$ cat config.mk
export PLATFORM = sky130hd
export DESIGN_NAME = ps2_device_tx
export DESIGN_NICKNAME = d
export VERILOG_FILES = /design/src/rtl/ps2_device_tx.sv
export SDC_FILE = /design/constraint.sdc
export NUM_CORES = 1
export LEC_CHECK = 0
export CAP_MARGIN = 20
export CELL_PAD_IN_SITES_DETAIL_PLACEMENT = 1
export CELL_PAD_IN_SITES_GLOBAL_PLACEMENT = 1
export CORE_ASPECT_RATIO = 2
export CORE_MARGIN = 2
export CORE_UTILIZATION = 41
export CTS_BUF_LIST = sky130_fd_sc_hd__clkbuf_2 sky130_fd_sc_hd__clkbuf_4 sky130_fd_sc_hd__clkbuf_8
export DETAILED_ROUTE_END_ITERATION = 10
export DONT_BUFFER_PORTS = 1
export MAX_ROUTING_LAYER = met4
export PLACE_DENSITY = 0.75
export SYNTH_ARGS = -nofsm -noshare
export SYNTH_HDL_FRONTEND = slang
export SYNTH_SLANG_ARGS = --single-unit
export TNS_END_PERCENT = 100
$ cat constraint.sdc
create_clock -name clk -period 1.94 [get_ports clk]
set_input_delay 0.291 -clock clk [delete_from_list [all_inputs] [get_ports clk]]
set_output_delay 0.291 -clock clk [all_outputs]
set_load 0.02 [all_outputs]
$ cat src/rtl/ps2_device_tx.sv
// PS/2 device-side transmitter: turns accepted bytes into 11-bit keyboard frames on KEYSIG_CLK/KEYSIG_DATA.
// Define HOST_INHIBIT_EN to add the host_inhibit input (abort, wait, retransmit).
module ps2_device_tx #(
  parameter int CLK_HZ   = 100000000,
  parameter int PS2_HZ   = 12500,
  parameter int GAP_BITS = 2
) (
  input  logic       clk,
  input  logic       reset,
  input  logic [7:0] tx_data,
  input  logic       tx_valid,
`ifdef HOST_INHIBIT_EN
  input  logic       host_inhibit,
`endif
  output logic       tx_ready,
  output logic       KEYSIG_CLK,
  output logic       KEYSIG_DATA,
  output logic       busy,
  output logic       frame_done
);

  localparam int HALF       = CLK_HZ / (2 * PS2_HZ);
  localparam int CW         = $clog2(HALF) + 1;
  localparam int GAP_HALVES = 2 * GAP_BITS;
  localparam int GW         = $clog2(GAP_HALVES + 1) + 1;

  localparam logic [CW-1:0] HALF_LAST = CW'(HALF - 1);
  localparam logic [CW-1:0] CNT_ONE   = CW'(1);
  localparam logic [GW-1:0] GAP_LAST  = GW'(GAP_HALVES - 1);
  localparam logic [GW-1:0] GAP_ONE   = GW'(1);
  localparam logic [3:0]    STOP_IDX  = 4'd10;

  generate
    if (HALF < 2) begin : g_half_check
      $error("ps2_device_tx: CLK_HZ/(2*PS2_HZ) must be at least 2");
    end
    if (GAP_BITS < 1) begin : g_gap_check
      $error("ps2_device_tx: GAP_BITS must be at least 1");
    end
  endgenerate

  function automatic logic odd_parity(input logic [7:0] d);
    return ~^d;
  endfunction

  // Wire order is bit 0 first: start, data LSB..MSB, parity, stop.
  function automatic logic [10:0] frame_bits(input logic [7:0] d);
    return {1'b1, odd_parity(d), d, 1'b0};
  endfunction

  typedef enum logic [2:0] {
    IDLE    = 3'd0,
    HIGH    = 3'd1,
    LOW     = 3'd2,
`ifdef HOST_INHIBIT_EN
    INHIBIT = 3'd4,
`endif
    GAP     = 3'd3
  } state_t;

  state_t         state_r, state_s;
  logic [CW-1:0]  cnt_r, cnt_s;
  logic [GW-1:0]  gap_r, gap_s;
  logic [3:0]     bit_idx_r, bit_idx_s;
  logic [10:0]    shift_r, shift_s;
  logic           clk_r, clk_s;
  logic           data_r, data_s;
  logic           ready_r, ready_s;
  logic           busy_r, busy_s;
  logic           done_r, done_s;
  logic           hold_s;

`ifdef HOST_INHIBIT_EN
  logic [7:0]     byte_r, byte_s;
  logic           retx_r, retx_s;
  logic           abort_s;
  assign hold_s  = host_inhibit;
  // The stop bit is never aborted; the frame is committed by then.
  assign abort_s = host_inhibit && (bit_idx_r != STOP_IDX);
`else
  assign hold_s  = 1'b0;
`endif

  assign tx_ready    = ready_r;
  assign KEYSIG_CLK  = clk_r;
  assign KEYSIG_DATA = data_r;
  assign busy        = busy_r;
  assign frame_done  = done_r;

  // Next-state and next-output logic for the frame sequencer.
  always_comb begin
    state_s   = state_r;
    cnt_s     = cnt_r;
    gap_s     = gap_r;
    bit_idx_s = bit_idx_r;
    shift_s   = shift_r;
    clk_s     = clk_r;
    data_s    = data_r;
    ready_s   = ready_r;
    busy_s    = busy_r;
    done_s    = 1'b0;
`ifdef HOST_INHIBIT_EN
    byte_s    = byte_r;
    retx_s    = retx_r;
`endif
    case (state_r)
      IDLE: begin
        if (tx_valid && !hold_s) begin
          state_s   = HIGH;
          cnt_s     = '0;
          bit_idx_s = 4'd0;
          shift_s   = frame_bits(tx_data);
          clk_s     = 1'b1;
          data_s    = 1'b0;
          busy_s    = 1'b1;
          ready_s   = 1'b0;
`ifdef HOST_INHIBIT_EN
          byte_s    = tx_data;
          retx_s    = 1'b0;
`endif
        end else begin
          ready_s = !hold_s;
        end
      end
      HIGH: begin
`ifdef HOST_INHIBIT_EN
        if (abort_s) begin
          state_s = INHIBIT;
          cnt_s   = '0;
          clk_s   = 1'b1;
          data_s  = 1'b1;
          retx_s  = 1'b1;
        end else
`endif
        if (cnt_r == HALF_LAST) begin
          state_s = LOW;
          cnt_s   = '0;
          clk_s   = 1'b0;
        end else begin
          cnt_s = cnt_r + CNT_ONE;
        end
      end
      LOW: begin
`ifdef HOST_INHIBIT_EN
        if (abort_s) begin
          state_s = INHIBIT;
          cnt_s   = '0;
          clk_s   = 1'b1;
          data_s  = 1'b1;
          retx_s  = 1'b1;
        end else
`endif
        if (cnt_r == HALF_LAST) begin
          cnt_s = '0;
          clk_s = 1'b1;
          if (bit_idx_r != STOP_IDX) begin
            // Data moves only as the clock rises, giving a full half period of setup.
            state_s   = HIGH;
            bit_idx_s = bit_idx_r + 4'd1;
            shift_s   = {1'b1, shift_r[10:1]};
            data_s    = shift_r[1];
          end else begin
            state_s = GAP;
            gap_s   = '0;
            data_s  = 1'b1;
            done_s  = 1'b1;
          end
        end else begin
          cnt_s = cnt_r + CNT_ONE;
        end
      end
      GAP: begin
        if (hold_s) begin
          cnt_s = cnt_r;
        end else if (cnt_r == HALF_LAST) begin
          cnt_s = '0;
          if (gap_r == GAP_LAST) begin
`ifdef HOST_INHIBIT_EN
            if (retx_r) begin
              state_s   = HIGH;
              bit_idx_s = 4'd0;
              shift_s   = frame_bits(byte_r);
              clk_s     = 1'b1;
              data_s    = 1'b0;
              retx_s    = 1'b0;
            end else
`endif
            begin
              state_s = IDLE;
              busy_s  = 1'b0;
              ready_s = 1'b1;
            end
          end else begin
            gap_s = gap_r + GAP_ONE;
          end
        end else begin
          cnt_s = cnt_r + CNT_ONE;
        end
      end
`ifdef HOST_INHIBIT_EN
      INHIBIT: begin
        if (!hold_s) begin
          state_s = GAP;
          cnt_s   = '0;
          gap_s   = '0;
        end else begin
          cnt_s = '0;
        end
      end
`endif
      default: begin
        state_s = IDLE;
        cnt_s   = '0;
        clk_s   = 1'b1;
        data_s  = 1'b1;
        busy_s  = 1'b0;
        ready_s = 1'b1;
      end
    endcase
  end

  // State and output registers; reset drops any in-flight byte.
  always_ff @(posedge clk) begin
    if (reset) begin
      state_r   <= IDLE;
      cnt_r     <= '0;
      gap_r     <= '0;
      bit_idx_r <= 4'd0;
      shift_r   <= 11'h7FF;
      clk_r     <= 1'b1;
      data_r    <= 1'b1;
      ready_r   <= 1'b1;
      busy_r    <= 1'b0;
      done_r    <= 1'b0;
`ifdef HOST_INHIBIT_EN
      byte_r    <= 8'h00;
      retx_r    <= 1'b0;
`endif
    end else begin
      state_r   <= state_s;
      cnt_r     <= cnt_s;
      gap_r     <= gap_s;
      bit_idx_r <= bit_idx_s;
      shift_r   <= shift_s;
      clk_r     <= clk_s;
      data_r    <= data_s;
      ready_r   <= ready_s;
      busy_r    <= busy_s;
      done_r    <= done_s;
`ifdef HOST_INHIBIT_EN
      byte_r    <= byte_s;
      retx_r    <= retx_s;
`endif
    end
  end

endmodule

==> flow_metrics.py <==
metrics = {
    "synth": {
        "ys_seq_area_share_pct": 33.6,
        "synthAdderAreaFrac_pct": 4.54,
        "synth_compound_area_share_pct": 21.5,
        "synth_xor_area_share_pct": 2.78,
        "yosysTopAreaCell": "dfxtp_1",
        "synth_top_area_share_pct": 33.6,
        "muxShareOfSynthArea_pct": 4.09,
        "synth_edf_count": 0,
        "async_flop_share_pct": 0,
        "synth_cell_types": 58,
        "ys.warnings.count": 0,
        "synth_cells": 254,
        "synthesis.nets": 273,
        "synth_top_family_by_area": "simple AND/OR/NAND/NOR gates",
        "yosys.area_share.simple_pct": 26.4,
        "syn_area_um2": 2200,
        "synth_most_common_cell": "dfxtp_1",
        "synth_common_cells": "dfxtp_1 (37), nor2_1 (17), a21oi_1 (13), o21ai_0 (13)",
        "ys.flop_type": "dfxtp_1",
        "ys_ff_latch": 37,
        "syn_area_per_cell_um2": 8.68,
        "yosys-top-cells-area": "dfxtp_1 (34%), ha_1 (4.5%), mux2i_1 (4.1%)",
    },
    "clocking": {
        "cts-buffers-inserted": 5,
        "clk_latency_ps": 300,
        "htree_levels": 2,
        "cts_buffer_depth": 2,
        "clock_sinks": 37,
        "clock-root-buffer": "clkbuf_8",
        "clkSlewWorstSetupHoldPaths_ps": 70,
        "hold_buffers": 0,
        "cts_tree": "done",
    },
    "run": {
        "cap_violations": 0,
    },
    "route": {
        "drc_errors": 0,
        "routedWlPerCell_um": 18.0,
        "vias_per_cell": 6.08,
        "dr_total_vias": 1999,
        "drt_first_pass_iters": 4,
        "drt_iter0_markers": 60,
        "wl_mm": 5.91,
        "ant_nets": 0,
    },
    "setup_path": {
        "max_stage_delay_ps": 380,
        "cp_cell_sequence": "inv_1 > ha_2 > clkinv_1 > buf_4 > nor3_1 > or3b_1 > a31oi_1",
        "worst-path-max-fanout": 9,
        "cp-start-kind": "flip-flop",
        "slowest_stage": "or3b_1",
        "end_kind": "flip-flop",
        "cp_data_required_time_ps": 2170,
        "critPathKind": "flip-flop to flip-flop",
        "critPathArrivalTime_ps": 2110,
    },
    "sta": {
        "worst_slew_pin_slew_ps": 412,
        "setup_violations": 0,
        "hold_ws_ps": 59.6,
        "hold_violations": 0,
        "setup_tns_ps": 0,
        "slew-limit-headroom_pct": 72.3,
        "finalCritPeriodShare_pct": 96.8,
        "rsz0062_at_grt": "true",
        "timing.final.ws_setup_ps": 61.9,
        "skew_ps": 6.07,
        "min_period_ps": 1880,
        "clock.fmax_ghz": 0.532,
        "drv_slew": 0,
    },
    "floorplanning": {
        "die_h_um": 108,
        "die-width_um": 55.9,
        "core_area_um2": 5180,
        "ioPinCount": 16,
        "rows": 37,
        "initial_core_util_pct": 42.5,
        "dieArea_um2": 6020,
    },
    "place": {
        "dpl.cell_count": 321,
        "port_buffers": 0,
        "routabilityCongestion": 0.820,
        "pre_cts_ws_ps": 16.7,
        "hpwl_mm": 4.45,
    },
    "cells_and_area": {
        "area_growth_pct": 12.9,
        "final_cells": 329,
        "num_antenna_cells": 0,
        "drive_gt1_share_pct": 18.5,
        "layout.nets": 290,
    },
    "grt": {
        "grt_pass1_vias": 2135,
        "grt_antenna_before_repair": 0,
        "grt_max_degree": 39,
        "grt_pass1_wl_mm": 9.92,
        "gr-usage-all-layers_pct": 21.7,
        "grt-ovfl-total": 0,
    },
    "status": {
        "status": "finished, final reports clean",
    },
    "power": {
        "irDropWorstVdd_mv": 0.793,
        "p_leak_nw": 0.905,
        "p_per_area_nw_per_um2": 1000,
        "power.total_mw": 2.50,
    },
    "hold_path": {
        "min_path_type": "input port to flip-flop",
    },
}
stage by stage:
step	cell area (µm²)	utilization, %
after global placement	2350	45.4
after detailed placement	2350	45.4
after CTS	2440	47.1
final	2490	48.0
after global routing	2490	48.0
after floorplan	2200	-
cell usage in the layout (no fill, tap or decap), types with 2 or more instances in the layout:
cell type | netlist | routed
a31o_2 | 2 | 2
nor3_1 | 7 | 7
mux2i_1 | 9 | 9
o211ai_1 | 2 | 2
xnor2_1 | 7 | 7
nor2_1 | 17 | 17
clkinv_1 | 2 | 2
a31oi_1 | 7 | 7
nand3_1 | 9 | 9
and4_4 | 1 | 2
dfxtp_1 | 37 | 36
a41oi_1 | 4 | 3
nor4_1 | 5 | 5
o21ai_0 | 13 | 13
or4_1 | 4 | 4
nor4bb_1 | 2 | 2
ha_1 | 8 | 4
or3_1 | 5 | 5
nand2b_1 | 4 | 4
clkbuf_8 | 0 | 6
and4_1 | 3 | 2
and2_1 | 9 | 9
a211oi_1 | 9 | 9
nand4b_1 | 2 | 2
inv_1 | 12 | 12
nand4_1 | 5 | 5
buf_4 | 2 | 24
a21oi_1 | 13 | 13
a32o_1 | 3 | 3
nand2_1 | 12 | 12
a21o_1 | 3 | 3
ha_2 | 0 | 4
layout make-up:
cell class | count | area (µm²)
Clock buffer | 7 | 90.1
Fill cell | 644 | 2700
Inverter | 14 | 52.6
Multi-Input combinational cell | 188 | 1330
Sequential cell | 37 | 742
Tap cell | 58 | 72.6
Timing Repair Buffer | 25 | 200
logic make-up after synthesis:
family	Yosys count
AND/OR/NAND/NOR	96
AO/OA/AOI/OAI	68
adder cells (fa/ha/maj)	8
XOR/XNOR	7
buffers and inverters	29
flip-flops	37
multiplexers	9
layer usage:
layer | vias to the layer above | GRT usage, % | share of wire [%]
met5 | - | - | 0
met4 | 0 | 9.86 | 2.2
li1 | 981 | - | -
met3 | 8 | 5.29 | 3.1
met2 | 23 | 41.0 | 57
met1 | 987 | 20.1 | 37
critical path, delay by kind of cell (launching register included):
| kind | cells | cell delay [ps] |
|---|---|---|
| AND/OR/NAND/NOR | 2 | 630 |
| buffers and inverters | 3 | 410 |
| flip-flops | 1 | 330 |
| adder cells (fa/ha/maj) | 1 | 270 |
| AO/OA/AOI/OAI | 1 | 160 |
where the power goes:
group	leakage [nW]	switching [mW]	internal (mW)	total [mW]
logic	0.556	0.500	0.444	0.944
clock network	0.0477	0.281	0.296	0.577
registers	0.302	0.103	0.875	0.978
total	0.905	0.884	1.62	2.50
state kept, by name, indices dropped and copies added (netlist names):
name and flops:
gap_r 4, busy 1, KEYSIG_DATA 1, shift_r 9, cnt_r 13, bit_idx_r 4, frame_done 1, KEYSIG_CLK 1
tx_ready 1, state_r 2
timing repair:
item / CTS / global route
hold endpoints to repair: 0 / 0
setup endpoints to repair: 4 / 19
setup buffers: 0 / 1
gates resized for setup: 0 / 10
pin swaps: 1 / 3
worst paths after layout:
kind,from,to,slack (ps),depth (start not counted)
max,state_r[0],bit_idx_r[3],60,7
min,reset,cnt_r[6],60,1
max reg2reg,state_r[0],bit_idx_r[3],60,7
min reg2reg,gap_r[1],gap_r[1],490,2
Power figures use the tool's default switching activity.
